## src/rtl/mult_pkg.sv

```systemverilog
// Shared types and helpers for the sequential shift-add multiplier.
`default_nettype none

package mult_pkg;

  typedef enum logic [1:0] {
    S_IDLE = 2'd0,
    S_RUN  = 2'd1,
    S_FIX  = 2'd2
  } state_t;

  // Full product width; written as a function so each instance can size its own ports.
  function automatic int p_width(input int a_w, input int b_w);
    return a_w + b_w;
  endfunction

  // Two's-complement magnitude. The caller sign-extends into 64 bits and truncates back,
  // so the most-negative value comes out as the unsigned magnitude 2^(W-1).
  function automatic logic [63:0] mag64(input logic [63:0] v);
    return v[63] ? (~v + 64'd1) : v;
  endfunction

endpackage

`default_nettype wire

```

## src/rtl/seq_shift_add_multiplier.sv

```systemverilog
// Radix-2 sequential shift-add multiplier with optional signed mode.
// One multiplier bit is consumed per clock, followed by one sign-fixup cycle.
`default_nettype none

module seq_shift_add_multiplier
  import mult_pkg::*;
#(
  parameter int A_WIDTH   = 9,
  parameter int B_WIDTH   = 5,
  parameter int SIGNED_EN = 1
) (
  input  logic                              i_Clk,
  input  logic                              i_Rst_n,
  input  logic                              i_Start,
  input  logic                              i_Signed,
  input  logic [A_WIDTH-1:0]                i_Val1,
  input  logic [B_WIDTH-1:0]                i_Val2,
  output logic                              o_Busy,
  output logic                              o_Done,
  output logic [p_width(A_WIDTH,B_WIDTH)-1:0] o_Result
);

  localparam int P_WIDTH = p_width(A_WIDTH, B_WIDTH);
  localparam int CNT_W   = (B_WIDTH > 2) ? $clog2(B_WIDTH) : 1;
  localparam logic [CNT_W-1:0] C_LAST = CNT_W'(B_WIDTH - 1);

  state_t               r_state;
  logic [P_WIDTH-1:0]   r_acc;
  logic [P_WIDTH-1:0]   r_mcand;
  logic [B_WIDTH-1:0]   r_mult;
  logic [CNT_W-1:0]     r_cnt;
  logic                 r_neg;
  logic                 r_busy;
  logic                 r_done;
  logic [P_WIDTH-1:0]   r_result;

  logic                 w_signed_op;
  logic [A_WIDTH-1:0]   w_mag1;
  logic [B_WIDTH-1:0]   w_mag2;
  logic                 w_neg;

  assign w_signed_op = (SIGNED_EN != 0) && i_Signed;
  assign w_mag1 = w_signed_op ? A_WIDTH'(mag64(64'($signed(i_Val1)))) : i_Val1;
  assign w_mag2 = w_signed_op ? B_WIDTH'(mag64(64'($signed(i_Val2)))) : i_Val2;
  // A zero operand clears the sign so the fixup never produces a negative zero.
  assign w_neg = w_signed_op && (i_Val1[A_WIDTH-1] ^ i_Val2[B_WIDTH-1])
                 && (|w_mag1) && (|w_mag2);

  always_ff @(posedge i_Clk) begin
    if (!i_Rst_n) begin
      r_state  <= S_IDLE;
      r_acc    <= '0;
      r_mcand  <= '0;
      r_mult   <= '0;
      r_cnt    <= '0;
      r_neg    <= 1'b0;
      r_busy   <= 1'b0;
      r_done   <= 1'b0;
      r_result <= '0;
    end else begin
      r_done <= 1'b0;
      case (r_state)
        S_IDLE: begin
          if (i_Start) begin
            r_mcand <= P_WIDTH'(w_mag1);
            r_mult  <= w_mag2;
            r_neg   <= w_neg;
            r_acc   <= '0;
            r_cnt   <= '0;
            r_busy  <= 1'b1;
            r_state <= S_RUN;
          end
        end
        S_RUN: begin
          if (r_mult[0]) begin
            r_acc <= r_acc + r_mcand;
          end
          r_mcand <= r_mcand << 1;
          r_mult  <= r_mult >> 1;
          r_cnt   <= r_cnt + 1'b1;
          if (r_cnt == C_LAST) begin
            r_state <= S_FIX;
          end
        end
        S_FIX: begin
          r_result <= r_neg ? (~r_acc + 1'b1) : r_acc;
          r_done   <= 1'b1;
          r_busy   <= 1'b0;
          r_state  <= S_IDLE;
        end
        default: begin
          r_busy  <= 1'b0;
          r_state <= S_IDLE;
        end
      endcase
    end
  end

  assign o_Busy   = r_busy;
  assign o_Done   = r_done;
  assign o_Result = r_result;

endmodule

`default_nettype wire

```

## config.mk

```make
export PLATFORM = sky130hd
export DESIGN_NAME = seq_shift_add_multiplier
export DESIGN_NICKNAME = d
export VERILOG_FILES = /design/src/rtl/mult_pkg.sv /design/src/rtl/seq_shift_add_multiplier.sv
export SDC_FILE = /design/constraint.sdc
export NUM_CORES = 1
export LEC_CHECK = 0
export ABC_AREA = 1
export ABC_CLOCK_PERIOD_IN_PS = 2100
export CORE_UTILIZATION = 26
export CTS_CLUSTER_DIAMETER = 30
export DETAILED_ROUTE_END_ITERATION = 10
export SLEW_MARGIN = 25
export SYNTH_ARGS = -nofsm -noshare
export SYNTH_HDL_FRONTEND = slang
export SYNTH_SLANG_ARGS = --single-unit
```

## constraint.sdc

```tcl
create_clock -name i_Clk -period 2.1 [get_ports i_Clk]
set_input_delay 0.21 -clock i_Clk [delete_from_list [all_inputs] [get_ports i_Clk]]
set_output_delay 0.21 -clock i_Clk [all_outputs]
set_load 0.02 [all_outputs]
```

* Word level (Yosys, flattened, before mapping)
Cells that the tools add are included.
Operators by class: reduce and logical (&&, ||, !) cells 12, equality and inequality tests 6, add/sub/neg operators 5, multiplexer cells 20, bitwise operators 5
Operators with widths (number):
- $mux W14 | 4
- $pmux W14 S2 | 2
- $mux W9 | 2
- $mux W5 | 3
- $add A14 B1 Y14 const B | 1
- $add A14 B14 Y14 | 1
- $not A14 Y14 | 1
- $pmux W5 S2 | 1
- $add A9 B1 Y9 const B | 1
- $not A9 Y9 | 1
- $reduce_or A9 Y1 | 1
- $reduce_and A2 Y1 | 4
- $ne A2 B2 Y1 const B | 3
- $pmux W3 S2 | 1
- $add A5 B1 Y5 const B | 1
- $not A5 Y5 | 1
- $reduce_or A5 Y1 | 1
- $mux W2 | 2
- $pmux W2 S2 | 1
- $add A3 B1 Y3 const B | 1
- $eq A3 B3 Y1 const B | 1
- $logic_and A1 B1 Y1 | 3
- $mux W3 | 1
- $reduce_and A3 Y1 | 1
- other kinds (8) | 9
Storage, ports and cells: output and inout port bits 16, word-level logic and storage cells 57, flip-flop bits (word level) 55, bits of input ports 18

* Logic depth before layout (Yosys ltp)
Gate-level depths: netlist (run 1).
depth after elaboration 7, depth in mapped cells 13, depth with buffers taken out 13

* Least setup slack after synthesis (run 1)
No wires, ideal clock.
path type register to register, start register r_acc[0], end register r_acc[10], cell stages (with the launch flop) 14, data required time 1.968 ns, clock period less this slack 1.678 ns, buffers on the path 0, path slack 0.422 ns, library setup time 0.132 ns, arrival 1.546 ns, cells stage by stage dfxtp_1 ha_1 inv_1 fa_1 inv_1 nand3_1 nand2_1 nand2_1 nand2_1 nand2_1 nand2_1 nand2_1 nand3_1 a21oi_1
On the way: cells in the longest elaborated chain, start to end 3
RTL lines:
- from (decl) | line seq_shift_add_multiplier.sv:28 | logic [P_WIDTH-1:0] r_acc;
- from (signal assigned) | line seq_shift_add_multiplier.sv:76 | r_acc <= r_acc + r_mcand;
- $add A14 B14 Y14 | line seq_shift_add_multiplier.sv:76
- $mux W14 | line seq_shift_add_multiplier.sv:75 | if (r_mult[0]) begin
- $pmux W14 S2 | line seq_shift_add_multiplier.sv:62 | case (r_state)
No other way between the ends. The select of a mux whose other input is x is not followed. A chain may end at the register's enable or synchronous reset.

* Worst setup path in the final report (run 1)
Same ends and word-level chain as after synthesis.

==> impl_metrics.json, run 1 <==
{
  "ioPinCount": 34,
  "holdWs_ps": 466,
  "critical_path_required_ps": 2340,
  "setup_ws_ps": 256,
  "wl_met2_um": 3970,
  "diodes": 0,
  "synth_area_um2": 3420,
  "synth_edf_count": 0,
  "tns_ps": 0,
  "finalClockSkew_ps": 6.77,
  "hold_violations": 0,
  "drt_pass1_iterations": 4,
  "antenna_found_initial": 0,
  "root_buffer": "clkbuf_16",
  "finalSetupViolations": 0,
  "final_nets": 582,
  "grt-ovfl-total": 0,
  "fin_crit_sh_pct": 87.8,
  "post_cts_resized": 0,
  "ant_nets": 0,
  "cts_tree": "yes",
  "synthMuxAreaShare_pct": 0,
  "numPortBuffers": 33,
  "clk_latency_ps": 300,
  "period_needed_ps": 1840,
  "synth_compound_area_share_pct": 17.4,
  "synth-xor-area-share_pct": 3.07,
  "layout_commonest_cell": "nand2_1",
  "syn-instance-count": 508,
  "p_leak_nw": 1.81,
  "drtIter0Drc": 154,
  "drc": 0,
  "fmax_mhz": 542,
  "routedWlPerCell_um": 12.1,
  "synth_top_flop_cell": "dfxtp_1",
  "slew_headroom_pct": 74.2,
  "synth_top_family_by_area": "simple AND/OR/NAND/NOR gates",
  "synthTopCellsByArea": "dfxtp_1 (32%), nand2_1 (14%), inv_1 (7.0%)",
  "wl_um": 8690,
  "n_fill_cell": 1398,
  "grt_pass1_wl_um": 14900,
  "dieWidth_um": 117,
  "hold_path.class": "reg2reg",
  "wl_met3_um": 357,
  "clockBufferDepth": 2,
  "crit_fanout": 5,
  "syn_nets": 545,
  "layout-drive-gt1-share_pct": 7.14,
  "dieArea_um2": 13600,
  "rows": 41,
  "status": "finished clean",
  "die_h_um": 117,
  "final_cell_mix": "nand2_1 (125), inv_1 (64), dfxtp_1 (55)",
  "start_util_pct": 26.9,
  "synthDistinctLibCells": 41,
  "grt_max_degree": 35,
  "place_ws_ps": 211,
  "yosysTopAreaCell": "dfxtp_1",
  "core_um2": 12700,
  "top_layer_used": "met4",
  "cts_buffers": 5,
  "synthSimpleGateAreaFrac_pct": 30.0,
  "met1_length_um": 4200,
  "rsz0062_at_grt": "no",
  "cts_setup_buffers": 0,
  "yosys_register_bits": 55,
  "htree_levels": 2,
  "synth_top_area_share_pct": 32.2,
  "power-per-cell-area_nw_per_um2": 573,
  "path_class": "reg2reg",
  "clkTransAtPathRegs_ps": 80,
  "vias": 3345,
  "grt_pass1_vias": 3254,
  "vias_per_cell": 4.66,
  "ys_seq_area_share_pct": 32.2,
  "cts_hold_buffers": 0,
  "syn_to_final_growth_pct": 21.2,
  "grtUsageTotal_pct": 13.8,
  "cts_sinks": 55,
  "yosysWarnings": 0,
  "synth-adder-area-share_pct": 7.17,
  "worstMarginPinSlew_ps": 386,
  "cp-end-kind": "flip-flop",
  "drv_cap": 0,
  "peakVddDrop_mv": 0.298,
  "finalMaxSlewViolations": 0,
  "arrival_ps": 2080,
  "start_kind": "flip-flop",
  "synthArstFlopShare_pct": 0,
  "post-dp-hpwl_um": 6710,
  "avgSynthCellArea_um2": 6.73,
  "gp_congestion": 0.829
}
## final timing paths
path | end | cells past startpoint | from | slack (ps)
setup reg to reg | r_acc[10] | 12 | r_acc[0] | 260
hold / removal | o_Busy | 2 | o_Busy | 470
hold reg to reg | o_Busy | 2 | o_Busy | 470
setup / recovery | r_acc[10] | 12 | r_acc[0] | 260
## through the flow
step | power, W | instance area, um^2 | util [%] | cells
after floorplan | 0.00137 | 3420 | - | 508
after global placement | 0.00149 | 3980 | 31.3 | 710
after detailed placement | 0.00150 | 3980 | 31.3 | 710
after CTS | 0.00239 | 4140 | 32.6 | 718
after global routing | 0.00248 | 4140 | 32.6 | 718
final | 0.00237 | 4140 | 32.6 | 718
## cells in the mapped netlist (2+ instances only)
library cell and n:
a21o_1 2, buf_2 4, o21bai_1 3, nor2_4 3, xor2_1 10, nand3_1 44
nand2_1 126, a22oi_1 11, ha_1 18, or2_2 2, dfxtp_1 55, nor2_2 3
inv_1 64, o22ai_1 8, and2_1 2, nor3_1 7, o21ai_1 4, a21oi_2 3
inv_4 2, o21ai_0 24, a21oi_1 37, nand3b_1 3, a31oi_1 4, o21ai_2 2
nor2_1 40, inv_2 3, clkbuf_1 5, xnor2_1 2, nand4_1 3, buf_4 3
## state kept, by name, indices dropped and copies added, names as in the netlist
signal	count
r_state	2
r_mult	5
r_mcand	14
r_acc	14
o_Done	1
r_neg	1
o_Busy	1
r_cnt	3
o_Result	14
## layout make-up
cell class / count / area [um^2] / area share (%)
flip-flops and latches: 55 / 1100 / 26.6
clock inverters: 3 / 33.8 / 0.815
inverters: 70 / 268 / 6.46
repair buffers: 44 / 425 / 10.3
multi-input cells: 369 / 1980 / 47.7
well taps: 172 / 215 / 5.19
clock buffers: 5 / 125 / 3.02
## power breakdown
group          switching [W]  internal (W)
clock network       0.000441      0.000460
registers          0.0000289       0.00108
logic               0.000226      0.000140
total               0.000696       0.00168
## critical path: stages, from the launching register on
cell      delay (ps)
dfxtp_1          370
ha_1             180
inv_1             60
fa_1             360
inv_1            100
nand3_1           90
nand2_2          110
nand2_1           60
nand2_1          110
nand2_1           80
nand3b_1          80
nand3_1           70
a21oi_1          130
## logic make-up after synthesis
logic type	Yosys count
AO/OA/AOI/OAI	102
XOR/XNOR	12
adder cells (fa/ha/maj)	19
buffers and inverters	84
flip-flops	55
AND/OR/NAND/NOR	236
## metal layers
layer / GRT usage (%) / up-vias
met5: 0 / -
met4: 5.15 / 0
met1: 17.6 / 1521
met3: 2.02 / 12
li1: - / 1742
met2: 23.6 / 70
(Power assumes the default switching activity.)
==> run 2, diff against run 1 <==
--- a/config.mk
+++ b/config.mk
@@ -10,6 +10,7 @@
 export CORE_UTILIZATION = 26
 export CTS_CLUSTER_DIAMETER = 30
 export DETAILED_ROUTE_END_ITERATION = 10
+export SETUP_SLACK_MARGIN = 0.5
 export SLEW_MARGIN = 25
 export SYNTH_ARGS = -nofsm -noshare
 export SYNTH_HDL_FRONTEND = slang
==> impl_metrics.json, run 2 (same netlist as run 1, synthesis figures left out) <==
{
  "drv_cap": 0,
  "layout_commonest_cell": "nand2_1",
  "hp-start": "i_Val2[0]",
  "ioPinCount": 34,
  "tns_ps": 0,
  "arrival_ps": 1830,
  "path_class": "reg2reg",
  "crit_fanout": 4,
  "clockBufferDepth": 2,
  "period_needed_ps": 1640,
  "peakVddDrop_mv": 0.321,
  "register_area_um2": 1130,
  "grt_max_degree": 35,
  "setup_ws_ps": 458,
  "p_leak_nw": 1.87,
  "critical_path_required_ps": 2290,
  "start_util_pct": 26.9,
  "ant_nets": 0,
  "die_h_um": 117,
  "grtUsageTotal_pct": 13.8,
  "cts_buffers": 5,
  "rows": 41,
  "instances_no_fill": 726,
  "critPathSlowestCell": "dfxtp_2",
  "vias": 3415,
  "rsz0062_at_grt": "yes",
  "crit_buf_inv": 3,
  "numPortBuffers": 33,
  "n_fill_cell": 1414,
  "final_nets": 590,
  "cp.depth": 12,
  "multiInputGateArea_um2": 2200,
  "finalClockSkew_ps": 5.30,
  "clk_latency_ps": 300,
  "antenna_found_initial": 0,
  "htree_levels": 2,
  "hold_depth": 5,
  "grt_pass1_vias": 3130,
  "dieWidth_um": 117,
  "layout-drive-gt1-share_pct": 17.9,
  "dieArea_um2": 13600,
  "cp_cell_sequence": "ha_4 -> inv_2 -> fa_2 -> inv_2 -> nand3_4 -> nand2_4 -> nand2_2 -> nand2_2 -> buf_4 -> a21oi_2 -> o21ai_1 -> a21oi_1",
  "drtIter0Drc": 159,
  "slowest_delay_ps": 360,
  "routedWlPerCell_um": 12.4,
  "core_um2": 12700,
  "root_buffer": "clkbuf_16",
  "cts_tree": "yes",
  "final_cell_mix": "nand2_1 (118), inv_1 (57), nand3_1 (41)",
  "vias_per_cell": 4.70,
  "gp_congestion": 0.878,
  "worstRegToRegCells": 12,
  "syn_to_final_growth_pct": 30.5,
  "hold_violations": 0,
  "fin_crit_sh_pct": 78.2,
  "diodes": 0,
  "grt_pass1_wl_um": 14800,
  "cts_sinks": 55,
  "holdPathEnd": "r_mult[0]",
  "drc": 0,
  "cp_top_family": "adder cells",
  "start_kind": "flip-flop",
  "ff2ff_setup_slack_ps": 460,
  "worstMarginPinSlew_ps": 397,
  "wl_um": 9010,
  "worstReg2RegStart": "r_mcand[0]",
  "slew_headroom_pct": 73.5,
  "cp-end-kind": "flip-flop",
  "placedCellCount": 709,
  "finalMaxSlewViolations": 0,
  "drt_pass1_iterations": 4,
  "power-per-cell-area_nw_per_um2": 534,
  "fmax_mhz": 609,
  "grt-ovfl-total": 0,
  "status": "finished clean",
  "clkTransAtPathRegs_ps": 70,
  "finalSetupViolations": 0,
  "r2r_end": "r_acc[6]",
  "post-dp-hpwl_um": 6700,
  "place_ws_ps": 242,
  "hold_path.class": "in2reg"
}
run 2: cell types whose count changed in the layout (fill, tap and decap cells not counted), sizes merged:
| cell | delta |
|---|---|
| buf | +8 |
| clkdlybuf4s50 | -1 |
| clkinv | -1 |
| clkinvlp | +1 |
| dlymetal6s2s | +1 |
run 2: layout make-up:
class	instances	area share [%]
well taps	172	4.82
inverters	70	6.06
repair buffers	52	11.1
clock inverters	3	0.533
multi-input cells	369	49.4
clock buffers	5	2.80
flip-flops and latches	55	25.3
run 2: report_power, final:
part | switching [W] | internal, W
registers | 0.0000384 | 0.00108
clock network | 0.000410 | 0.000450
logic | 0.000240 | 0.000168
run 2: how the worst max path moves through the flow:
stage          startpoint   endpoint  slack [ps]
2_1_floorplan  r_mcand[0]  r_acc[10]         500
3_3_place_gp    i_Val2[0]      r_neg         260
3_5_place_dp    i_Val2[0]      r_neg         240
4_1_cts          r_acc[0]   r_acc[6]         440
5_1_grt         r_acc[10]  r_acc[13]         350
6_report       r_mcand[0]   r_acc[6]         460
run 2: worst min-delay path, cell delays in order:
cell and delay (ps):
dlymetal6s2s_1 120, inv_2 60, o22ai_1 150, o21ai_0 80, inv_1 50
run 2: through the flow:
step / util [%] / hold WS (ps) / area, um^2 / total power, W
final: 35.1 / 415 / 4460 / 0.00238
after global routing: 35.1 / 491 / 4460 / 0.00250
after CTS: 33.4 / 476 / 4240 / 0.00237
after detailed placement: 31.3 / 466 / 3990 / 0.00150
after global placement: 31.3 / 457 / 3990 / 0.00149
after floorplan: - / 389 / 3430 / 0.00137
run 2: repair_timing:
item                       CTS  global route
setup buffers                3             6
resized for setup           16            51
setup endpoints to repair    9            19
pin swaps                    8            17
hold buffers                 0             0
run 2: routing by layer:
layer | up-vias | wire (um) | global-route usage [%]
li1 | 1763 | - | -
met2 | 71 | 4190 | 23.6
met4 | 0 | 105 | 4.30
met5 | - | 0 | 0
met1 | 1575 | 4340 | 17.7
met3 | 6 | 376 | 2.28
==> run 3, diff against run 2 <==
--- a/config.mk
+++ b/config.mk
@@ -6,7 +6,7 @@
 export NUM_CORES = 1
 export LEC_CHECK = 0
 export ABC_AREA = 1
-export ABC_CLOCK_PERIOD_IN_PS = 2100
+export ABC_CLOCK_PERIOD_IN_PS = 1400
 export CORE_UTILIZATION = 26
 export CTS_CLUSTER_DIAMETER = 30
 export DETAILED_ROUTE_END_ITERATION = 10
==> constraint.sdc (replaced) <==
create_clock -name i_Clk -period 1.4 [get_ports i_Clk]
set_input_delay 0.14 -clock i_Clk [delete_from_list [all_inputs] [get_ports i_Clk]]
set_output_delay 0.14 -clock i_Clk [all_outputs]
set_load 0.02 [all_outputs]
==> impl_metrics.json, run 3 (same netlist as run 1, synthesis figures left out) <==
{
  "clk_latency_ps": 300,
  "placedCellCount": 791,
  "p_seq_share_pct": 39.0,
  "core_um2": 12700,
  "fmax_mhz": 607,
  "p_switching_w": 0.00123,
  "holdPathEnd": "o_Result[4]",
  "hp-start": "i_Rst_n",
  "final_util_pct": 48.5,
  "cts_hold_buffers": 0,
  "tns_ps": -2620,
  "die_h_um": 117,
  "ant_nets": 0,
  "numPortBuffers": 33,
  "diodes": 0,
  "drt_pass1_iterations": 6,
  "final_nets": 706,
  "post-dp-hpwl_um": 7380,
  "layout-drive-gt1-share_pct": 47.9,
  "path_class": "reg2reg",
  "ioPinCount": 34,
  "worstReg2RegStart": "r_acc[0]",
  "cts_tree": "yes",
  "n_fill_cell": 1197,
  "cts_buffers": 5,
  "p_sw_share_pct": 28.8,
  "arrival_ps": 1840,
  "routedWlPerCell_um": 13.7,
  "instances_no_fill": 842,
  "fin_crit_sh_pct": 118,
  "p_comb_share_pct": 29.1,
  "finalClockSkew_ps": 6.51,
  "finalMaxSlewViolations": 0,
  "cts_sinks": 55,
  "power_frac_clock_pct": 31.9,
  "grt-ovfl-total": 0,
  "gp_congestion": 0.898,
  "finalSetupViolations": 20,
  "rows": 41,
  "htree_levels": 2,
  "rsz0062_at_grt": "yes",
  "dieWidth_um": 117,
  "worstRegToRegCells": 12,
  "grt_pass1_wl_um": 17800,
  "vias_per_cell": 4.68,
  "peakVddDrop_mv": 0.525,
  "start_kind": "flip-flop",
  "root_buffer": "clkbuf_16",
  "r2r_end": "o_Result[12]",
  "hold_violations": 0,
  "cp-end-kind": "flip-flop",
  "internal-power_w": 0.00305,
  "critical_path_required_ps": 1600,
  "grt_pass1_vias": 3840,
  "holdWs_ps": 407,
  "drtIter0Drc": 160,
  "layout_commonest_cell": "nand2_1",
  "setup_ws_ps": -247,
  "start_util_pct": 26.9,
  "power-per-cell-area_nw_per_um2": 694,
  "worstMarginPinSlew_ps": 309,
  "period_needed_ps": 1650,
  "clkTransAtPathRegs_ps": 70,
  "grt_max_degree": 35,
  "clockBufferDepth": 2,
  "hold_path.class": "in2reg",
  "crit_fanout": 3,
  "dieArea_um2": 13600,
  "wl_um": 11600,
  "status": "finished with violations",
  "drv_cap": 0,
  "ff2ff_setup_slack_ps": -250,
  "antenna_found_initial": 0,
  "hold_depth": 4,
  "slew_headroom_pct": 79.4,
  "syn_to_final_growth_pct": 80.5,
  "vias": 3944,
  "p_leak_nw": 2.69,
  "final_cell_mix": "nand2_1 (103), buf_4 (89), inv_1 (51)",
  "violations": "negative setup slack",
  "grtUsageTotal_pct": 16.6,
  "drc": 0
}
-- run 3: cell types whose count changed in the layout (fill, tap and decap cells not counted), sizes merged --
cell,previous run,this run
buf,19,150
dlymetal6s2s,1,0
clkbuf,5,8
clkdlybuf4s50,32,3
clkinv,2,4
dlygate4sd2,0,14
inv,70,66
-- run 3: worst max-delay path: stages (launching register included) --
cell	delay (ps)
dfxtp_4	360
buf_6	120
inv_4	60
ha_4	150
nand3_4	80
o21ai_4	220
o21ai_2	100
nor2_2	140
nor2_1	50
nor2_1	90
nand2_1	70
nand2_1	60
inv_1	40
-- run 3: final cells by class --
class | count | area [um^2] | share of cell area (%)
tap | 172 | 215 | 3.49
clock inverter | 1 | 7.51 | 0.122
sequential | 55 | 1160 | 18.8
timing repair buffer | 168 | 1730 | 28.1
inverter | 70 | 334 | 5.41
multi-input combinational | 369 | 2570 | 41.6
clock buffer | 7 | 154 | 2.49
-- run 3: per-layer routing --
metal | vias to the layer above | global-route usage (%) | part of all wire (%) | wire, um
li1 | 1999 | - | - | -
met1 | 1851 | 20.4 | 46 | 5290
met2 | 69 | 30.0 | 49 | 5730
met3 | 25 | 2.08 | 2.3 | 266
met4 | 0 | 5.15 | 2.5 | 290
met5 | - | 0 | 0 | 0
-- run 3: through the flow --
| step | cell area, um^2 | total power (W) | worst slack (ps) |
|---|---|---|---|
| global route | 6170 | 0.00445 | -351 |
| global placement | 4950 | 0.00251 | -322 |
| floorplan | 3760 | 0.00214 | -177 |
| finish | 6170 | 0.00428 | -247 |
| detailed placement | 4950 | 0.00253 | -334 |
| CTS | 5810 | 0.00419 | -210 |
-- run 3: worst max-delay path by stage --
stage	start	endpoint	slack, ps	depth (start not counted)
finish	r_acc[0]	o_Result[12]	-250	12
global route	r_acc[0]	o_Result[12]	-350	12
CTS	r_acc[0]	r_acc[10]	-210	12
detailed placement	i_Val1[1]	r_neg	-330	12
global placement	i_Val1[1]	r_neg	-320	12
floorplan	r_mcand[0]	r_acc[10]	-180	13
-- run 3: power groups by stage --
stage | Combinational (W) | Sequential (W) | Clock [W]
after floorplan | 0.000441 | 0.00170 | 0
after global placement | 0.000814 | 0.00170 | 0
after detailed placement | 0.000830 | 0.00170 | 0
after CTS | 0.00114 | 0.00167 | 0.00138
after global routing | 0.00134 | 0.00167 | 0.00144
final | 0.00124 | 0.00167 | 0.00137
-- run 3: timing repair --
action | CTS | global route
hold endpoints to repair | 0 | 0
endpoints found under the setup margin | 69 | 71
setup buffers | 20 | 16
cloned | 6 | 1
pin swaps | 45 | 35
gates resized for setup | 223 | 50
